File: config.mk
export PLATFORM = sky130hd
export DESIGN_NAME = pipe_stage_reg
export DESIGN_NICKNAME = d
export VERILOG_FILES = /design/src/rtl/pipe_stage_reg.sv
export SDC_FILE = /design/constraint.sdc
export NUM_CORES = 1
export LEC_CHECK = 0
export BUFFER_PORTS_ARGS = -buffer_cell sky130_fd_sc_hd__buf_4
export CAP_MARGIN = 20
export CELL_PAD_IN_SITES_DETAIL_PLACEMENT = 0
export CELL_PAD_IN_SITES_GLOBAL_PLACEMENT = 2
export CORE_MARGIN = 2
export CORE_UTILIZATION = 29
export CTS_CLUSTER_SIZE = 25
export DETAILED_ROUTE_END_ITERATION = 16
export GPL_ROUTABILITY_DRIVEN = 0
export PLACE_DENSITY = 0.81
export SYNTH_ARGS = -nofsm -noshare
export SYNTH_HDL_FRONTEND = slang
export SYNTH_SLANG_ARGS = --single-unit
export TNS_END_PERCENT = 1
File: constraint.sdc
create_clock -name clk -period 2.5 [get_ports clk]
set_input_delay 0.125 -clock clk [delete_from_list [all_inputs] [get_ports clk]]
set_output_delay 0.125 -clock clk [all_outputs]
set_load 0.01 [all_outputs]
File: src/rtl/pipe_stage_reg.sv
// Generic inter-stage pipeline register with stall/bubble/hold/flush handling,
// a travelling valid bit and saturating bubble/hold/flush event counters.
module pipe_stage_reg #(
   parameter int unsigned      WIDTH      = 32,
   parameter int unsigned      STAGE      = 4,
   parameter int unsigned      STALL_W    = 6,
   parameter logic [WIDTH-1:0] BUBBLE_VAL = '0,
   parameter int unsigned      CNT_W      = 16
) (
   input  logic               clk,
   input  logic               rst,
   input  logic [STALL_W-1:0] stall,
   input  logic               flush,
   input  logic [WIDTH-1:0]   in_data,
   input  logic               in_valid,
   output logic [WIDTH-1:0]   out_data,
   output logic               out_valid,
   input  logic               cnt_clr,
   output logic [CNT_W-1:0]   bubble_cnt,
   output logic [CNT_W-1:0]   hold_cnt,
   output logic [CNT_W-1:0]   flush_cnt
);

   typedef enum logic [1:0] {
      EV_NONE,
      EV_BUBBLE,
      EV_HOLD,
      EV_FLUSH
   } event_t;

   logic             s_up;
   logic             s_dn;
   event_t           ev;
   logic [WIDTH-1:0] data_nxt;
   logic             valid_nxt;
   logic [CNT_W-1:0] bubble_nxt;
   logic [CNT_W-1:0] hold_nxt;
   logic [CNT_W-1:0] flush_nxt;
   logic             stall_unused;

   if (STAGE >= STALL_W) begin : g_bad_stage
      $error("pipe_stage_reg: STAGE must be less than STALL_W");
   end

   // The last boundary has no downstream stall bit, so it can never hold.
   if (STAGE + 1 < STALL_W) begin : g_dn
      assign s_dn = stall[STAGE+1];
   end else begin : g_no_dn
      assign s_dn = 1'b0;
   end

   assign s_up         = stall[STAGE];
   assign stall_unused = ^stall;

   function automatic logic [CNT_W-1:0] cnt_next(input logic [CNT_W-1:0] cnt,
                                                 input logic             hit,
                                                 input logic             clr);
      logic [CNT_W-1:0] nxt;
      nxt = cnt;
      if (clr) begin
         nxt = '0;
      end else if (hit && (cnt != '1)) begin
         nxt = cnt + CNT_W'(1);
      end
      return nxt;
   endfunction

   // Priority: flush, bubble, hold (incl. the illegal downstream-only stall), advance.
   always_comb begin
      ev        = EV_NONE;
      data_nxt  = out_data;
      valid_nxt = out_valid;
      if (flush) begin
         ev        = EV_FLUSH;
         data_nxt  = BUBBLE_VAL;
         valid_nxt = 1'b0;
      end else if (s_up && !s_dn) begin
         ev        = EV_BUBBLE;
         data_nxt  = BUBBLE_VAL;
         valid_nxt = 1'b0;
      end else if (s_dn) begin
         ev = EV_HOLD;
      end else begin
         data_nxt  = in_data;
         valid_nxt = in_valid;
      end
      bubble_nxt = cnt_next(bubble_cnt, ev == EV_BUBBLE, cnt_clr);
      hold_nxt   = cnt_next(hold_cnt,   ev == EV_HOLD,   cnt_clr);
      flush_nxt  = cnt_next(flush_cnt,  ev == EV_FLUSH,  cnt_clr);
   end

   always_ff @(posedge clk) begin
      if (!rst) begin
         out_data   <= BUBBLE_VAL;
         out_valid  <= 1'b0;
         bubble_cnt <= '0;
         hold_cnt   <= '0;
         flush_cnt  <= '0;
      end else begin
         out_data   <= data_nxt;
         out_valid  <= valid_nxt;
         bubble_cnt <= bubble_nxt;
         hold_cnt   <= hold_nxt;
         flush_cnt  <= flush_nxt;
      end
   end

endmodule

# [Yosys cells after proc, flatten, opt, wreduce, memory -nomap -nowiden]
# Cells that the tools add are included.
[word_totals] reg_bits=81 in_bits=43 output_inout_bits=81
[classes] add_sub_neg=3 n_eq_ne=6 mux=3 n_bitwise=1 n_reduce_logical=7
[ops] op="$add 16x1->16 const B" n=3
[ops] op="$ne 16x16->1 const B" n=3
[ops] op="$mux 2" n=3
[ops] op="$eq 2x2->1 const B" n=2
[ops] op="$logic_and 1x1->1" n=4
[ops] op="$reduce_or 3->1" n=1
[ops] op="$eq 2x1->1 const B" n=1
[ops] op="$reduce_or 2->1" n=1
[ops] op="$logic_not 1->1" n=1
[ops] op="$not 1->1" n=1

# [Depth between registers and ports, before layout]
[depth] word_depth=6 depth_mapped=7

# [Least setup slack after synthesis]
# Ideal clock, no wire load.
[synth_path] kind="reg2reg" start="register hold_cnt[0]" end="register hold_cnt[1]" setup_time_ns=0.070 t_arrival_ns=1.973 path_slack_ns=0.457 path_stages_with_launch=8 path_buffers=2 path_cell_list="dfxtp_1 > ha_1 > nand3_1 > nor4_2 > clkbuf_1 > buf_2 > o21ai_0 > a21oi_1"
[synth_between] elab_chain_cells=2 elab_cells_between_ends=3
[synth_rtl] element="start: declaration" line_no="20" source="output logic [CNT_W-1:0] hold_cnt,"
[synth_rtl] element="start signal: assignment" line_no="103" source="hold_cnt <= hold_nxt;"
[synth_rtl] element="branches (longest 2 deep; another with $add 16x1->16)"
# Parallel ways; which one is timed is not known.
# A chain may end at the register's enable or synchronous reset.

# [Final worst setup path]
[layout_path] start="register flush_cnt[8]" end="register flush_cnt[13]"
[layout_between] elab_chain_cells=2 elab_cells_between_ends=3
[layout_rtl] element="start: declaration" line_no="21" source="output logic [CNT_W-1:0] flush_cnt"
[layout_rtl] element="start signal: assignment" line_no="104" source="flush_cnt <= flush_nxt;"
[layout_rtl] element="branches (longest 2 deep; another with $add 16x1->16)"
# Parallel ways; which one is timed is not known.

==> metrics.yaml <==
run_status:
  status: "finished clean"
pwr:
  power_density_mw_per_mm2: 566.3
  p_leak_nw: 2.025
  ir_drop_uv: 446.5
cts:
  cts_root_buffer: "clkbuf_16"
  clockBufferDepth: 2
  cts_sinks: 81
  post-cts-setup-buffers: 0
  cts_tree: "done"
  h-tree-depth: 3
  insertion_delay_ns: 0.34
  cts.clk_slew.worst_paths_ns: 0.06
  cts_buffers: 9
timing:
  max_freq_mhz: 498.5
  maxSlewHeadroom_pct: 49.02
  final-hold-violation-count: 0
  finalCriticalPeriod_ns: 2.006
  fin_skew_ns: 0.005882
  finalSetupViolCount: 0
  rsz0062_at_grt: "no"
  setup_tns_ns: 0
  drv_slew: 0
  worst_slack_ns: 0.4941
  worstMarginPinSlew_ns: 0.7646
  fin_crit_sh_pct: 80.24
setup_path:
  reg2reg_from: "flush_cnt[8]$_SDFFE_PP0P_"
  crit_fanout: 7
  cp.arrival_ns: 2.27
  critPathLaunch: "flush_cnt[8]$_SDFFE_PP0P_"
  crit_end: "flush_cnt[13]$_SDFFE_PP0P_"
  reg2reg_depth: 4
  end_kind: "flip-flop"
  cp-start-kind: "flip-flop"
  r2r-end: "flush_cnt[13]$_SDFFE_PP0P_"
  reg2reg_setup_slack_ns: 0.49
  crit_type: "reg2reg"
  cp.required_ns: 2.76
synth:
  avgSynthCellArea_sq_um: 8.890
  synth_top_cell_area_share_pct: 44.71
  syn_nets: 454
  synth_top_area_cell: "dfxtp_1"
  ys_seq_elements: 81
  synth_edf_count: 0
  synth.cell_area_sq_mm: 0.003627
  synth.most_common_cell: "dfxtp_1"
  async_flop_share_pct: 0
  ys.flop_type: "dfxtp_1"
  yosys_warnings: 0
  ys_types: 42
  postSynthCellCount: 408
  synthTopCellsByArea: "dfxtp_1 (45%), mux2i_1 (9.9%), a21oi_1 (4.1%)"
  ys_seq_area_share_pct: 44.71
  synth.top_cells.by_count: "dfxtp_1 (81), nor2_1 (40), mux2i_1 (36)"
global_route:
  gr-total-overflow: 0
  grt_max_degree: 39
  grt_pass1_vias: 3402
  grtUsageTotal_pct: 15.76
  antenna_found_initial: 0
  grt_pass1_wl_microns: 16840
die:
  ioPinCount: 124
  dieArea_sq_mm: 0.01342
  die_x_microns: 115.8
  initial_core_util_pct: 29.95
  die_h_microns: 115.8
  core-area_sq_mm: 0.01211
  fp-row-count: 40
flow_run:
  drv_cap: 0
route:
  drt_wl_total_microns: 10240
  wire_per_inst_microns: 14.48
  routed_via_density: 5.078
  drtAntennaViolNets: 0
  post-route-drc-count: 0
  drt_iter0_drc: 215
  via_count: 3590
  first_pass_iters: 4
layout:
  fillers: 1267
  drive_gt1_share_pct: 26.90
  fin_nets: 580
  fin_util_pct: 42.06
  synthToLayoutAreaGrowth_pct: 40.43
  n_antenna_cell: 0
hold_path:
  hold_path_class: "in2reg"
place:
  place_ws_ns: 0.4005
  dpl.hpwl_microns: 7185
  port-buffer-count: 119
==> sequential cells by signal (all words and copies together), names as in the netlist <==
register    count
bubble_cnt     16
flush_cnt      16
hold_cnt       16
out_data       32
out_valid       1
==> layout by cell type, fill, tap and decap left out, types with 5 or more instances in the layout <==
cell type      instances
clkbuf_16              9
nand2_1               24
o31ai_1               13
nor3_1                 6
and3_1                 7
or4_1                 19
a21oi_1               30
buf_4                130
dlygate4sd3_1          5
dfxtp_1               81
mux2i_1               36
nor4_1                 9
nand2b_1               6
o21ai_0               18
or3_1                 15
nand4_1               15
nor2_1                40
and4_1                 7
nand3_1               22
==> layer usage <==
metal	vias to the layer above	track usage, %	share of wire [%]	wire length (microns)
li1	1806	-	-	-
met1	1668	20.21	45	4614
met2	109	24.33	46	4724
met3	7	6.747	7.9	812
met4	0	4.444	0.84	86
met5	-	0	0	0
==> worst min-delay path by stage <==
stage	startpoint	slack (ns)	cells past startpoint	end
after detailed placement	in_data[17]	0.36	3	out_data[17]$_SDFFE_PP0N_
after CTS	in_valid	0.001	3	out_valid$_SDFFE_PP0N_
final	in_data[6]	0.01	3	out_data[6]$_SDFFE_PP0N_
after global placement	in_valid	0.35	3	out_valid$_SDFFE_PP0N_
after global routing	in_data[22]	0.007	3	out_data[22]$_SDFFE_PP0N_
after floorplan	in_data[0]	0.27	2	out_data[0]$_SDFFE_PP0N_
==> logic make-up after synthesis <==
kind of cell | synth area share (%)
AO/OA/AOI/OAI | 13.94
XOR/XNOR | 0.2415
adder cells (fa/ha/maj) | 1.035
buffers and inverters | 2.587
flip-flops | 44.71
multiplexers | 9.935
AND/OR/NAND/NOR | 27.56
==> power breakdown <==
group          internal [mW]  switching [mW]
combinational          0.101          0.0891
sequential              1.31          0.0111
clock                  0.855           0.521
==> critical path: stages (launching register included) <==
cell and delay (ns):
dfxtp_1 0.44, nand4_1 0.30, or4_1 0.67, or3_1 0.37, a21oi_1 0.14
==> metrics by stage <==
| step | instance area, sq um | power (mW) | std cells | hold slack, ns |
|---|---|---|---|---|
| 2_1_floorplan | 3627 | 1.435 | 408 | 0.2689 |
| 3_3_place_gp | 4735 | 1.531 | 686 | 0.3528 |
| 3_5_place_dp | 4735 | 1.535 | 686 | 0.3612 |
| 4_1_cts | 5094 | 2.938 | 707 | 0.001018 |
| 5_1_grt | 5094 | 3.010 | 707 | 0.007148 |
| 6_report | 5094 | 2.885 | 707 | 0.01351 |
==> timing repair <==
| item | in CTS | in global routing |
|---|---|---|
| hold buffers | 5 | 0 |
| resized for setup | 0 | 0 |
| hold endpoints to repair | 5 | 0 |
==> area by class of cell <==
type | instances | area, sq um | area share [%]
tap | 168 | 210.2 | 4.127
clock inverter | 2 | 35.03 | 0.6878
clock buffer | 14 | 274.0 | 5.380
multi-input combinational | 303 | 1912 | 37.53
sequential | 81 | 1622 | 31.83
inverter | 4 | 15.01 | 0.2948
timing repair buffer | 135 | 1026 | 20.14
Power figures use the tool's default switching activity.
